[config.mk]
export PLATFORM = sky130hd
export DESIGN_NAME = biss_frame_check
export DESIGN_NICKNAME = d
export VERILOG_FILES = /design/src/rtl/biss_pkg.sv /design/src/rtl/biss_watchdog.sv /design/src/rtl/biss_frame_check.sv
export SDC_FILE = /design/constraint.sdc
export NUM_CORES = 1
export LEC_CHECK = 0
export ABC_CLOCK_PERIOD_IN_PS = 4300
export CAP_MARGIN = 40
export CORE_MARGIN = 3
export CORE_UTILIZATION = 35
export DETAILED_ROUTE_END_ITERATION = 6
export HOLD_SLACK_MARGIN = 0.06
export PLACE_DENSITY_LB_ADDON = 0.25
export SETUP_SLACK_MARGIN = 0.4
export SLEW_MARGIN = 20
export SYNTH_ARGS = -nofsm -noshare
export SYNTH_HDL_FRONTEND = slang
export SYNTH_HIERARCHICAL = 1
export SYNTH_SLANG_ARGS = --single-unit
[constraint.sdc]
create_clock -name clk -period 4.3 [get_ports clk]
set_input_delay 0.43 -clock clk [delete_from_list [all_inputs] [get_ports clk]]
set_output_delay 0.43 -clock clk [all_outputs]
set_load 0.1 [all_outputs]
[src/rtl/biss_pkg.sv]
// Shared definitions for the BiSS-C receive path: status encodings,
// error-bit positions and the default frame field widths.
package biss_pkg;

    localparam int DEF_DATA_W = 26;
    localparam int DEF_CRC_W  = 6;

    // Bit positions inside the 2-bit error field (both active-low).
    localparam int ERR_N_ERROR = 1;
    localparam int ERR_N_WARN  = 0;

    typedef enum logic [1:0] {
        ST_INIT     = 2'b00,
        ST_OK       = 2'b01,
        ST_DEGRADED = 2'b10,
        ST_FAULT    = 2'b11
    } status_e;

endpackage

[src/rtl/biss_watchdog.sv]
// Frame-arrival watchdog: counts cycles since the last kick and pulses
// expire when TIMEOUT_CYC cycles have passed without one.
module biss_watchdog #(
    parameter int TIMEOUT_CYC = 50000
) (
    input  logic clk,
    input  logic rst,
    input  logic kick,
    output logic expire
);

    localparam int CW = (TIMEOUT_CYC > 1) ? $clog2(TIMEOUT_CYC) : 1;
    localparam logic [CW-1:0] LAST = CW'(TIMEOUT_CYC - 1);

    logic [CW-1:0] cnt;

    // A kick in the terminal cycle suppresses the pulse, so a frame and a
    // timeout are never reported together.
    assign expire = ~kick & (cnt == LAST);

    // Cycle counter: reload on kick or on expiry, otherwise advance.
    always_ff @(posedge clk) begin
        // NOTE: non-blocking so every register samples values from before the edge.
        if (rst) begin
            cnt <= '0;
        end else if (kick || cnt == LAST) begin
            cnt <= '0;
        end else begin
            cnt <= cnt + CW'(1);
        end
    end

endmodule

[src/rtl/biss_frame_check.sv]
// Validates completed BiSS-C frames, publishes good positions with a
// wrap-aware signed delta, and tracks link health (state machine,
// saturating CRC error counter, frame watchdog).
module biss_frame_check
    import biss_pkg::*;
#(
    parameter int DATA_W      = DEF_DATA_W,
    parameter int CRC_W       = DEF_CRC_W,
    parameter int CRC_INV     = 1,
    parameter int TIMEOUT_CYC = 50000,
    parameter int FAULT_N     = 3,
    parameter int RECOVER_N   = 4,
    parameter int CNT_W       = 16
) (
    input  logic                     clk,
    input  logic                     rst,
    input  logic                     frm_vld,
    input  logic [DATA_W-1:0]        frm_data,
    input  logic [1:0]               frm_err,
    input  logic [CRC_W-1:0]         frm_crc_rx,
    input  logic [CRC_W-1:0]         frm_crc_calc,
    input  logic                     clr_cnt,
    output logic [DATA_W-1:0]        pos_out,
    output logic                     pos_vld,
    output logic signed [DATA_W-1:0] delta_out,
    output logic                     warn,
    output logic [1:0]               status,
    output logic [CNT_W-1:0]         crc_err_cnt,
    output logic                     timeout
);

    localparam int RUN_MAX = (FAULT_N > RECOVER_N) ? FAULT_N : RECOVER_N;
    localparam int RUN_W   = $clog2(RUN_MAX + 1);
    localparam logic [RUN_W-1:0] RUN_SAT     = RUN_W'(RUN_MAX);
    localparam logic [RUN_W-1:0] FAULT_LIM   = RUN_W'(FAULT_N);
    localparam logic [RUN_W-1:0] RECOVER_LIM = RUN_W'(RECOVER_N);
    localparam logic [CNT_W-1:0] CNT_MAX     = '1;

    logic [CRC_W-1:0] crc_exp;
    logic             crc_ok;
    logic             good;
    logic             bad;
    logic             expire;
    status_e          state;
    logic             have_ref;
    logic [RUN_W-1:0] bad_run;
    logic [RUN_W-1:0] good_run;
    logic [RUN_W-1:0] bad_run_inc;
    logic [RUN_W-1:0] good_run_inc;

    // The encoder sends the inverted CRC, so compare against ~calc when enabled.
    assign crc_exp = (CRC_INV != 0) ? ~frm_crc_calc : frm_crc_calc;
    assign crc_ok  = (frm_crc_rx == crc_exp);
    assign good    = frm_vld & crc_ok & frm_err[ERR_N_ERROR];
    assign bad     = (frm_vld & ~good) | expire;

    assign bad_run_inc  = (bad_run  == RUN_SAT) ? bad_run  : bad_run  + RUN_W'(1);
    assign good_run_inc = (good_run == RUN_SAT) ? good_run : good_run + RUN_W'(1);

    assign status = state;

    biss_watchdog #(
        .TIMEOUT_CYC(TIMEOUT_CYC)
    ) u_watchdog (
        .clk   (clk),
        .rst   (rst),
        .kick  (frm_vld),
        .expire(expire)
    );

    // Position path: publish only good frames; delta is zero until a reference exists.
    always_ff @(posedge clk) begin
        if (rst) begin
            pos_out   <= '0;
            delta_out <= '0;
            warn      <= 1'b0;
            pos_vld   <= 1'b0;
        end else begin
            pos_vld <= good;
            if (good) begin
                pos_out   <= frm_data;
                delta_out <= have_ref ? frm_data - pos_out : '0;
                warn      <= ~frm_err[ERR_N_WARN];
            end
        end
    end

    // Link health state machine with consecutive good/bad run counters.
    always_ff @(posedge clk) begin
        if (rst) begin
            state    <= ST_INIT;
            bad_run  <= '0;
            good_run <= '0;
            have_ref <= 1'b0;
        end else if (good) begin
            bad_run  <= '0;
            good_run <= good_run_inc;
            have_ref <= 1'b1;
            if (state != ST_FAULT || good_run_inc >= RECOVER_LIM) begin
                state <= ST_OK;
            end
        end else if (bad) begin
            good_run <= '0;
            bad_run  <= bad_run_inc;
            case (state)
                ST_OK: state <= ST_DEGRADED;
                ST_DEGRADED: begin
                    if (bad_run_inc >= FAULT_LIM) begin
                        state    <= ST_FAULT;
                        have_ref <= 1'b0;
                    end
                end
                default: state <= state;
            endcase
        end
    end

    // Saturating CRC mismatch counter; a clear wins over a same-cycle increment.
    always_ff @(posedge clk) begin
        if (rst || clr_cnt) begin
            crc_err_cnt <= '0;
        end else if (frm_vld && !crc_ok && crc_err_cnt != CNT_MAX) begin
            crc_err_cnt <= crc_err_cnt + CNT_W'(1);
        end
    end

    // Registered copy of the watchdog expiry pulse.
    always_ff @(posedge clk) begin
        if (rst) begin
            timeout <= 1'b0;
        end else begin
            timeout <= expire;
        end
    end

endmodule
---- After elaboration in Yosys (flattened, before gate mapping) ----
Index checks and enable logic that the tools add are counted.
word-level totals
  input port bits ......................... 44
  output and inout port bits .............. 73
  bits in registers ....................... 96
  word-level logic and storage cells ...... 65
operators by class
  reduce and logical (&&, ||, !) cells .... 14
  bitwise operators ....................... 9
  mux-type cells .......................... 14
  equality and inequality tests ........... 10
  $add $sub $neg .......................... 5
  magnitude comparators ................... 2
operators with widths
  cell                   count
  $add 16x1->16 const B  2
  $mux 26                1
  $sub 26x26->26         1
  $eq 16x16->1 const B   1
  $ne 16x16->1 const B   1
  $mux 3                 4
  $mux 2                 4
  $add 3x1->3 const B    2
  $eq 3x3->1 const B     2
  $eq 6x6->1             1
  $not 6->6              1
  $reduce_bool 2->1      3
  $and 1x1->1            4
  $mux 1                 4
  $pmux 2 s2             1
  $reduce_and 4->1       1
  $reduce_or 2->1        2
  $ge 3x2->1 const B     1
  $ge 3x3->1 const B     1
  $logic_or 1x1->1       3
  $ne 3x3->1 const B     1
  $not 1->1              3
  $reduce_and 3->1       1
  $reduce_bool 3->1      1
  7 further kinds        8

---- Depth between registers and ports, before layout ----
Gate-level depths: netlist of run 1.
  word-level depth ........................ 9
  mapped depth ............................ 10

---- Hierarchy ----
The synthesis of run 1 kept the hierarchy.
by module, submodules not included
  module            area an instance (um^2)  cells an instance  seq. area each (um^2)  instances
  biss_frame_check  4468.0                   567                1601.5                 1
  biss_watchdog     782.0                    81                 320.3                  1

---- Least setup slack after synthesis of run 1 ----
No wires, ideal clock.
  kind .................................... flip-flop to flip-flop
  from .................................... register pos_out[4]
  to ...................................... register delta_out[19]
  cell stages (with the launch flop) ...... 10
  path buffers ............................ 0
  arrival time ............................ 2.936 ns
  path slack .............................. 1.279 ns
  cells stage by stage .................... dfxtp_1 > inv_1 > ha_1 > a21o_1 > or3_4 > o221a_4 > o41ai_2 > a21oi_1 > o21a_1 > o31ai_2
between the ends
  longest elaborated chain between the ends .. 2
RTL lines
  element                 RTL line                source
  from (decl)             biss_frame_check.sv:23  output logic [DATA_W-1:0] pos_out,
  from (signal assigned)  biss_frame_check.sv:81  pos_out <= frm_data;
  $sub 26x26->26          biss_frame_check.sv:82  delta_out <= have_ref ? frm_data - pos_out : '0;
  $mux 26                 biss_frame_check.sv:82
  to (signal assigned)    biss_frame_check.sv:82
  to (decl)               biss_frame_check.sv:25  output logic signed [DATA_W-1:0] delta_out,
Every way passes these cells.
A chain may end at the register's enable or synchronous reset.

---- Worst setup path after layout of run 1 ----
  from .................................... input port frm_data[0]
  to ...................................... register delta_out[24]
between the ends
  longest elaborated chain between the ends .. 2
RTL lines
  element         RTL line                source
  from (decl)     biss_frame_check.sv:18  input logic [DATA_W-1:0] frm_data,
  $sub 26x26->26  biss_frame_check.sv:82
  $mux 26         biss_frame_check.sv:82
Every way passes these cells.

==> flow_summary.yaml, run 1 <==
placed_design:
  dpl.hpwl_um: 11000
  post-place-ws_ps: 983
  io_buffers: 116
  gp_congestion: 0.841
setup_path:
  cp-start-kind: "primary input"
  worstPathMaxFanout: 4
  worst-endpoint-required_ps: 4530
  worstSetupPathType: "in2reg"
  cp_cell_sequence: "clkdlybuf4s50_1 -> inv_1 -> ha_1 -> fa_1 -> nor2b_1 -> o31ai_1 -> a211oi_2 -> o21ai_1 -> o21ba_2 -> o211a_1 -> a221o_1"
  slowest_stage: "clkdlybuf4s50_1"
  crit_arrival_ps: 3200
  cpPeakStageDelay_ps: 480
  endpoint_kind: "register"
synth:
  synth_area_sq_mm: 0.00525
  synth_area_leaders: "dfxtp_1 (37%), nand2_1 (7.7%), ha_1 (7.6%)"
  yosys-top-cells-count: "nand2_1 (107), dfxtp_1 (96), nor2_1 (61), a21oi_1 (58), inv_1 (40)"
  syn_inst: 648
  synth_seq_cells: 96
  synth_edf_count: 0
  syn_nets: 725
  synthMostInstantiatedCell: "nand2_1"
  synth_area_per_cell_sq_um: 8.10
  synthDistinctLibCells: 70
  yosysWarnings: 6
  synth-seq-area-share_pct: 36.6
  synth_top_flop_cell: "dfxtp_1"
  yosysTopAreaCellShare_pct: 36.6
  async_flop_share_pct: 0
  yosys.area.top_type: "dfxtp_1"
clock_tree:
  cts_buffers: 9
  cts_max_level: 3
  cts_tree: "yes"
  cts_sinks: 96
  cts_hold_buffers: 0
  cts.path.max_buffers: 2
  clkTransAtPathRegs_ps: 60
  insertion_delay_ps: 340
  cts_setup_buffers: 0
  root_buffer: "clkbuf_16"
  cts.repair.resized: 0
route:
  drc: 0
  ant_nets: 0
  first_iter_violations: 200
  vias: 5129
  wl_per_cell_um: 14.1
  via_per_inst: 5.03
  drtPass1Iterations: 4
  drt-total-wl_um: 14400
sta:
  fin_ws_ps: 1330
  rsz0062_at_grt: "false"
  max_freq_mhz: 337
  setup_viol: 0
  hold_viol_final: 0
  max_slew_margin_pct: 58.6
  worst-slew-pin-transition_ps: 616
  setup_tns_ps: 0
  min_period_over_period_pct: 69.1
  skew_ps: 8.25
  layout_min_cycle_time_ps: 2970
  final_max_slew_viol_count: 0
global_route:
  antenna_found_initial: 0
  grt_max_degree: 35
  gr-total-overflow: 0
  groute.usage.overall_pct: 17.7
  grt_pass1_wl_um: 23900
  first_global_vias: 5153
final_layout:
  nets: 909
  area_delta_synth_final_pct: 52.7
  final.fill_count: 1272
  num_antenna_cells: 0
  drive_gt1_share_pct: 14.0
floorplan:
  die_area_sq_mm: 0.0165
  die-width_um: 128
  die_y_um: 128
  initial_utilization_pct: 36.0
  row_count: 44
  io_pins: 117
  core_area_sq_mm: 0.0146
pwr:
  power.density_mw_per_mm2: 236
  ir_worst_vdd_uv: 164
  p_leak_uw: 0.00295
status:
  outcome: "finished clean"
hold_path:
  hold_class: "reg2reg"
job:
  cap_violations: 0
[placed cells by master, fill, tap and decap left out, types with 4 or more instances in the layout]
cell	n
clkdlybuf4s50_1	116
a21oi_1	58
nand2b_1	5
o21ai_0	31
nand3_1	14
nor3_1	14
xor2_1	26
o211ai_1	5
and3_1	5
nor2_2	4
ha_1	32
nor4_2	5
nand4_1	11
nor2_1	60
o21a_1	6
a21o_1	9
inv_1	40
clkbuf_16	9
buf_4	5
a211oi_1	4
nor2b_1	5
nand2_1	107
buf_8	71
xnor2_1	26
dfxtp_1	96
nand3b_1	4
[sequential cells by signal, indices dropped and copies added, names as in the netlist]
register and flops:
timeout 1, bad_run 3, crc_err_cnt 16, pos_out 26, have_ref 1, delta_out 26, pos_vld 1, u_watchdog/cnt 16
good_run 3, warn 1, status 2
[power by group]
group	internal, uW	total, uW	switching, uW
Clock	434	752	318
Combinational	110	243	133
Sequential	894	898	4.39
[stage by stage]
stage | power (uW) | cell area (sq um) | hold WS, ps | util [%] | std cells
6_report | 1890 | 8020 | 462 | 55.0 | 1019
5_1_grt | 1980 | 8020 | 470 | 55.0 | 1019
4_1_cts | 1920 | 8020 | 465 | 55.0 | 1019
3_5_place_dp | 1160 | 7740 | 451 | 53.1 | 1005
3_3_place_gp | 1150 | 6600 | 446 | 45.2 | 931
2_1_floorplan | 1070 | 5250 | 440 | - | 648
[routing by layer]
metal	GRT usage, %	routed length (um)	up-vias
met5	0	0	-
met4	5.31	255	0
met3	4.61	648	19
met2	31.7	7300	117
li1	-	-	2589
met1	20.6	6190	2404
[cell type report]
class	instances	area (sq um)	share of cell area, %
well taps	184	230	2.87
clock buffers	14	274	3.42
inverters	40	150	1.87
multi-input cells	490	3090	38.6
repair buffers	195	2350	29.3
flip-flops and latches	96	1920	24.0
[critical path: cells and delay by family]
kind                       cells  cell delay, ps
AOI/OAI and AO/OA              6            1440
adders and majority gates      2             620
buffers and inverters          2             530
and+or+nand+nor                1             170
[worst paths after layout]
kind,from,to,slack (ps),cells after the start
setup / recovery,frm_data[0],delta_out[24],1330,11
setup reg to reg,pos_out[0],delta_out[24],1640,9
hold reg to reg,delta_out[14],delta_out[14],460,2
hold / removal,delta_out[14],delta_out[14],460,2
[logic make-up after synthesis]
kind of cell	after synthesis	share of synthesized area, %
adders and majority gates	33	8.01
xor gates and xnor gates	52	8.67
muxes	2	0.381
buffers and inverters	62	4.62
AOI/OAI and AO/OA	148	18.2
and+or+nand+nor	255	23.5
DFF	96	36.6
No activity file was read; power rests on OpenSTA's default activity.
==> run 2, diff against run 1 <==
- ABC_CLOCK_PERIOD_IN_PS: 4300 -> 2600
- clock period: 4.3 -> 2.6 ns (I/O delays scaled with it)
==> run 2 against run 1 <==
Flip-flop and latch count unchanged; largest power group unchanged; clock-buffer cell count down 1; critical path depth decreased by 2; total power grew 76%; global-route usage fell by 0.54 points; worst hold slack got worse by 160 ps; first-iteration DRC count increased by 19%; utilization decreased by 4.8 points; sequential power increased by 64%; via count fell by 2.9%; clock skew is 3.4 ps lower.
==> flow_summary.yaml, run 2 (synthesized netlist as in run 1, its figures left out) <==
status:
  outcome: "finished clean"
setup_path:
  worstSetupPathType: "reg2reg"
  worstPathMaxFanout: 3
  cp-start-kind: "register"
  worst-endpoint-required_ps: 2840
  endpoint_kind: "register"
  regToRegSetupSlack_ps: 320
  crit_arrival_ps: 2520
sta:
  max_slew_margin_pct: 67.1
  min_period_over_period_pct: 87.7
  worst-slew-pin-transition_ps: 493
  final_max_slew_viol_count: 0
  rsz0062_at_grt: "true"
  setup_tns_ps: 0
  max_freq_mhz: 439
  setup_viol: 0
  layout_min_cycle_time_ps: 2280
  fin_ws_ps: 320
  skew_ps: 4.89
  hold_viol_final: 0
clock_tree:
  clkTransAtPathRegs_ps: 60
  cts_sinks: 96
  insertion_delay_ps: 350
  root_buffer: "clkbuf_16"
  cts.path.max_buffers: 2
  cts_buffers: 9
  cts_max_level: 3
  cts_hold_buffers: 0
  cts_tree: "yes"
route:
  ant_nets: 0
  drtPass1Iterations: 4
  wl_per_cell_um: 14.2
  drc: 0
  first_iter_violations: 238
  vias: 4979
  via_per_inst: 5.04
  drt-total-wl_um: 14000
global_route:
  gr-total-overflow: 0
  first_global_vias: 4940
  groute.usage.overall_pct: 17.2
  grt_pass1_wl_um: 23100
  antenna_found_initial: 0
  grt_max_degree: 42
pwr:
  ir_worst_vdd_uv: 280
  power.density_mw_per_mm2: 455
  p_leak_uw: 0.00283
placed_design:
  post-place-ws_ps: -248
  dpl.hpwl_um: 10800
  place_inst: 966
  gp_congestion: 0.796
  io_buffers: 116
final_layout:
  top_regs: "delta_out (26), pos_out (26)"
  area_delta_synth_final_pct: 39.3
  final_cells: 987
  nets: 875
  final_common_cell: "buf_4"
  final_cell_mix: "buf_4 (116), nand2_1 (106), nor2_1 (61), dfxtp_1 (61), a21oi_1 (56)"
  seq_area_sq_mm: 0.00200
  multi_input_area_sq_mm: 0.00329
  num_antenna_cells: 0
  final.fill_count: 1381
  drive_gt1_share_pct: 27.5
floorplan:
  row_count: 44
  die-width_um: 128
  core_area_sq_mm: 0.0146
  die_area_sq_mm: 0.0165
  initial_utilization_pct: 36.0
  die_y_um: 128
  io_pins: 117
job:
  cap_violations: 0
hold_path:
  hold_class: "in2reg"
[run 2: cell types whose count changed in the layout (fill, tap and decap cells not counted), sizes merged]
cell / previous run / this run
clkinv: 0 / 3
clkbuf: 14 / 13
buf: 79 / 118
clkdlybuf4s50: 116 / 41
dlygate4sd2: 0 / 2
[run 2: what timing repair did]
action | CTS | global route
buffers inserted | 2 | 3
pin swaps | 9 | 10
gates resized for setup | 15 | 11
hold endpoints to repair | 0 | 0
endpoints found under the setup margin | 10 | 14
[run 2: layout make-up]
class	instances	area share (%)
Clock buffer	13	4.14
Clock inverter	3	0.257
Inverter	40	2.05
Timing Repair Buffer	161	18.1
Sequential cell	96	27.3
Multi-Input combinational cell	490	45.0
Tap cell	184	3.15
[run 2: path summary, 6_finish.rpt]
kind            startpoint             to  cells after the start
max             pos_out[0]  delta_out[24]                      9
max reg2reg     pos_out[0]  delta_out[24]                      9
min            frm_data[0]     pos_out[0]                      3
min reg2reg  delta_out[18]  delta_out[18]                      2
[run 2: report_power, final]
part | internal (uW) | switching [uW]
Clock | 816 | 580
Combinational | 223 | 240
Sequential | 1460 | 7.31
Total | 2500 | 827
[run 2: through the flow]
step | hold slack (ps) | total power, uW | utilization (%) | area, sq um
2_1_floorplan | 356 | 1770 | - | 5450
3_3_place_gp | 449 | 1940 | 46.9 | 6850
3_5_place_dp | 443 | 1950 | 47.0 | 6850
4_1_cts | 296 | 3360 | 49.6 | 7240
5_1_grt | 311 | 3470 | 50.1 | 7310
6_report | 306 | 3330 | 50.1 | 7310
[run 2: worst max-delay path: stages, from the launching register on]
cell,delay [ps]
dfxtp_4,350
ha_4,160
fa_2,380
nor2b_4,150
o31ai_4,70
a211oi_2,290
o21ai_2,110
o21ba_4,200
o211a_1,200
a221o_1,250
[run 2: metal layers]
layer  track usage, %  wire length [um]  vias to the layer above
met5                0                 0                        -
met4             5.62               184                        0
met3             3.61               841                       13
met2             30.0              6760                      103
met1             21.0              6190                     2333
li1                 -                 -                     2530
==> run 3, diff against run 2 <==
- REMOVE_ABC_BUFFERS: not set -> 1
==> run 3 against run 2 <==
Global-route usage up 0.080 points; die area unchanged; first-iteration DRC count down 4.2%; flip-flop and latch count unchanged; final area about the same; fmax up 0.28%; total power down 0.85%; cell count up 0.71%; highest routed layer is now met5.
==> flow_summary.yaml, run 3 (synthesized netlist as in run 1, its figures left out) <==
status:
  outcome: "finished clean"
sta:
  setup_tns_ps: 0
  max_slew_margin_pct: 62.1
  max_freq_mhz: 440
  layout_min_cycle_time_ps: 2270
  hold_viol_final: 0
  worst-slew-pin-transition_ps: 568
  fin_worst_hold_slack_ps: 240
  skew_ps: 4.92
  setup_viol: 0
  min_period_over_period_pct: 87.4
  rsz0062_at_grt: "true"
  final_max_slew_viol_count: 0
pwr:
  p_int_uw: 2470
  p_total_uw: 3300
  pwr-share-clk_pct: 40.8
  switchingPower_uw: 834
  p_leak_uw: 0.00290
  ir_worst_vdd_uv: 303
  p_seq_share_pct: 45.0
  switching_share_pct: 25.3
  power.share.combinational_pct: 14.2
  power.density_mw_per_mm2: 451
clock_tree:
  root_buffer: "clkbuf_16"
  cts_max_level: 3
  cts_buffers: 9
  cts_hold_buffers: 0
  insertion_delay_ps: 350
  cts_sinks: 96
  cts.path.max_buffers: 2
  clkTransAtPathRegs_ps: 70
  cts_tree: "yes"
global_route:
  groute.usage.overall_pct: 17.2
  grt_pass1_wl_um: 23200
  gr-total-overflow: 0
  grt_max_degree: 30
  antenna_found_initial: 1
  first_global_vias: 4826
final_layout:
  top_regs: "delta_out (26), pos_out (26)"
  drive_gt1_share_pct: 24.9
  num_antenna_cells: 0
  final.fill_count: 1353
  area_delta_synth_final_pct: 39.4
  nets: 882
  fin_area_sq_mm: 0.00732
  final_common_cell: "buf_4"
  final_cells: 994
  final_cell_mix: "buf_4 (122), nand2_1 (107), dfxtp_1 (87)"
setup_path:
  cp_cell_sequence: "ha_4 -> fa_2 -> nor2b_4 -> o31ai_4 -> a211oi_2 -> o21ai_2 -> o21ba_4 -> o211a_1 -> a221o_1"
  cpPeakStageDelay_ps: 360
  slowest_stage: "fa_2"
  cp_top_family: "compound AO/OA/AOI/OAI gates"
  worstSetupPathType: "reg2reg"
  path_buf_inv: 0
  worst-endpoint-required_ps: 2840
  crit_arrival_ps: 2510
  endpoint_kind: "register"
  cp-start-kind: "register"
  worstPathMaxFanout: 3
placed_design:
  place_area_sq_mm: 0.00669
  io_buffers: 116
  place_inst: 968
  gp_congestion: 0.861
  dpl.hpwl_um: 10800
route:
  via_per_inst: 5.05
  first_iter_violations: 228
  ant_nets: 0
  drc: 0
  drt-total-wl_um: 14400
  vias: 5024
  wl_per_cell_um: 14.4
  drtPass1Iterations: 4
floorplan:
  die-width_um: 128
  io_pins: 117
  core_area_sq_mm: 0.0146
  initial_utilization_pct: 36.0
  row_count: 44
  die_y_um: 128
  die_area_sq_mm: 0.0165
job:
  cap_violations: 0
hold_path:
  hold_class: "in2reg"
[run 3: cell type report]
| class | count | area, sq um | area share, % |
|---|---|---|---|
| multi-input combinational | 490 | 3320 | 45.3 |
| sequential | 96 | 1930 | 26.4 |
| timing repair buffer | 168 | 1390 | 19.0 |
| clock buffer | 10 | 239 | 3.26 |
| tap | 184 | 230 | 3.14 |
| inverter | 40 | 150 | 2.05 |
| clock inverter | 6 | 58.8 | 0.803 |
[run 3: what timing repair did]
item	4_1_cts	5_1_grt
setup endpoints to repair	16	20
resized for setup	23	40
setup buffers	2	8
pin swaps	14	21
[run 3: worst paths after layout]
kind	start	end	slack, ps	cells past startpoint
setup reg to reg	pos_out[0]	delta_out[24]	330	9
hold / removal	frm_data[11]	pos_out[11]	240	3
hold reg to reg	delta_out[21]	delta_out[21]	450	2
setup / recovery	pos_out[0]	delta_out[24]	330	9
[run 3: per-stage QoR]
step                worst slack (ps)  util [%]
finish                           326      50.2
global route                     263      50.2
CTS                              233      48.6
detailed placement              -371      45.8
global placement                -321      45.8
floorplan                       -423         -
[run 3: metal layers]
layer / up-vias / GRT usage [%] / share of wire (%)
li1: 2542 / - / -
met1: 2326 / 21.5 / 43
met2: 130 / 28.8 / 48
met3: 24 / 3.61 / 6.5
met4: 2 / 7.49 / 2.6
met5: - / 0 / 0.091
[run 3: worst register-to-register path: stages (launching register included)]
cell	delay [ps]
dfxtp_2	340
ha_4	150
fa_2	360
nor2b_4	150
o31ai_4	80
a211oi_2	280
o21ai_2	130
o21ba_4	200
o211a_1	200
a221o_1	260
[run 3: power groups by stage]
stage	combinational, uW	sequential, uW	clock, uW
floorplan	216	1540	0
global placement	416	1520	0
detailed placement	424	1520	0
CTS	440	1490	1400
global route	513	1490	1460
finish	470	1490	1350
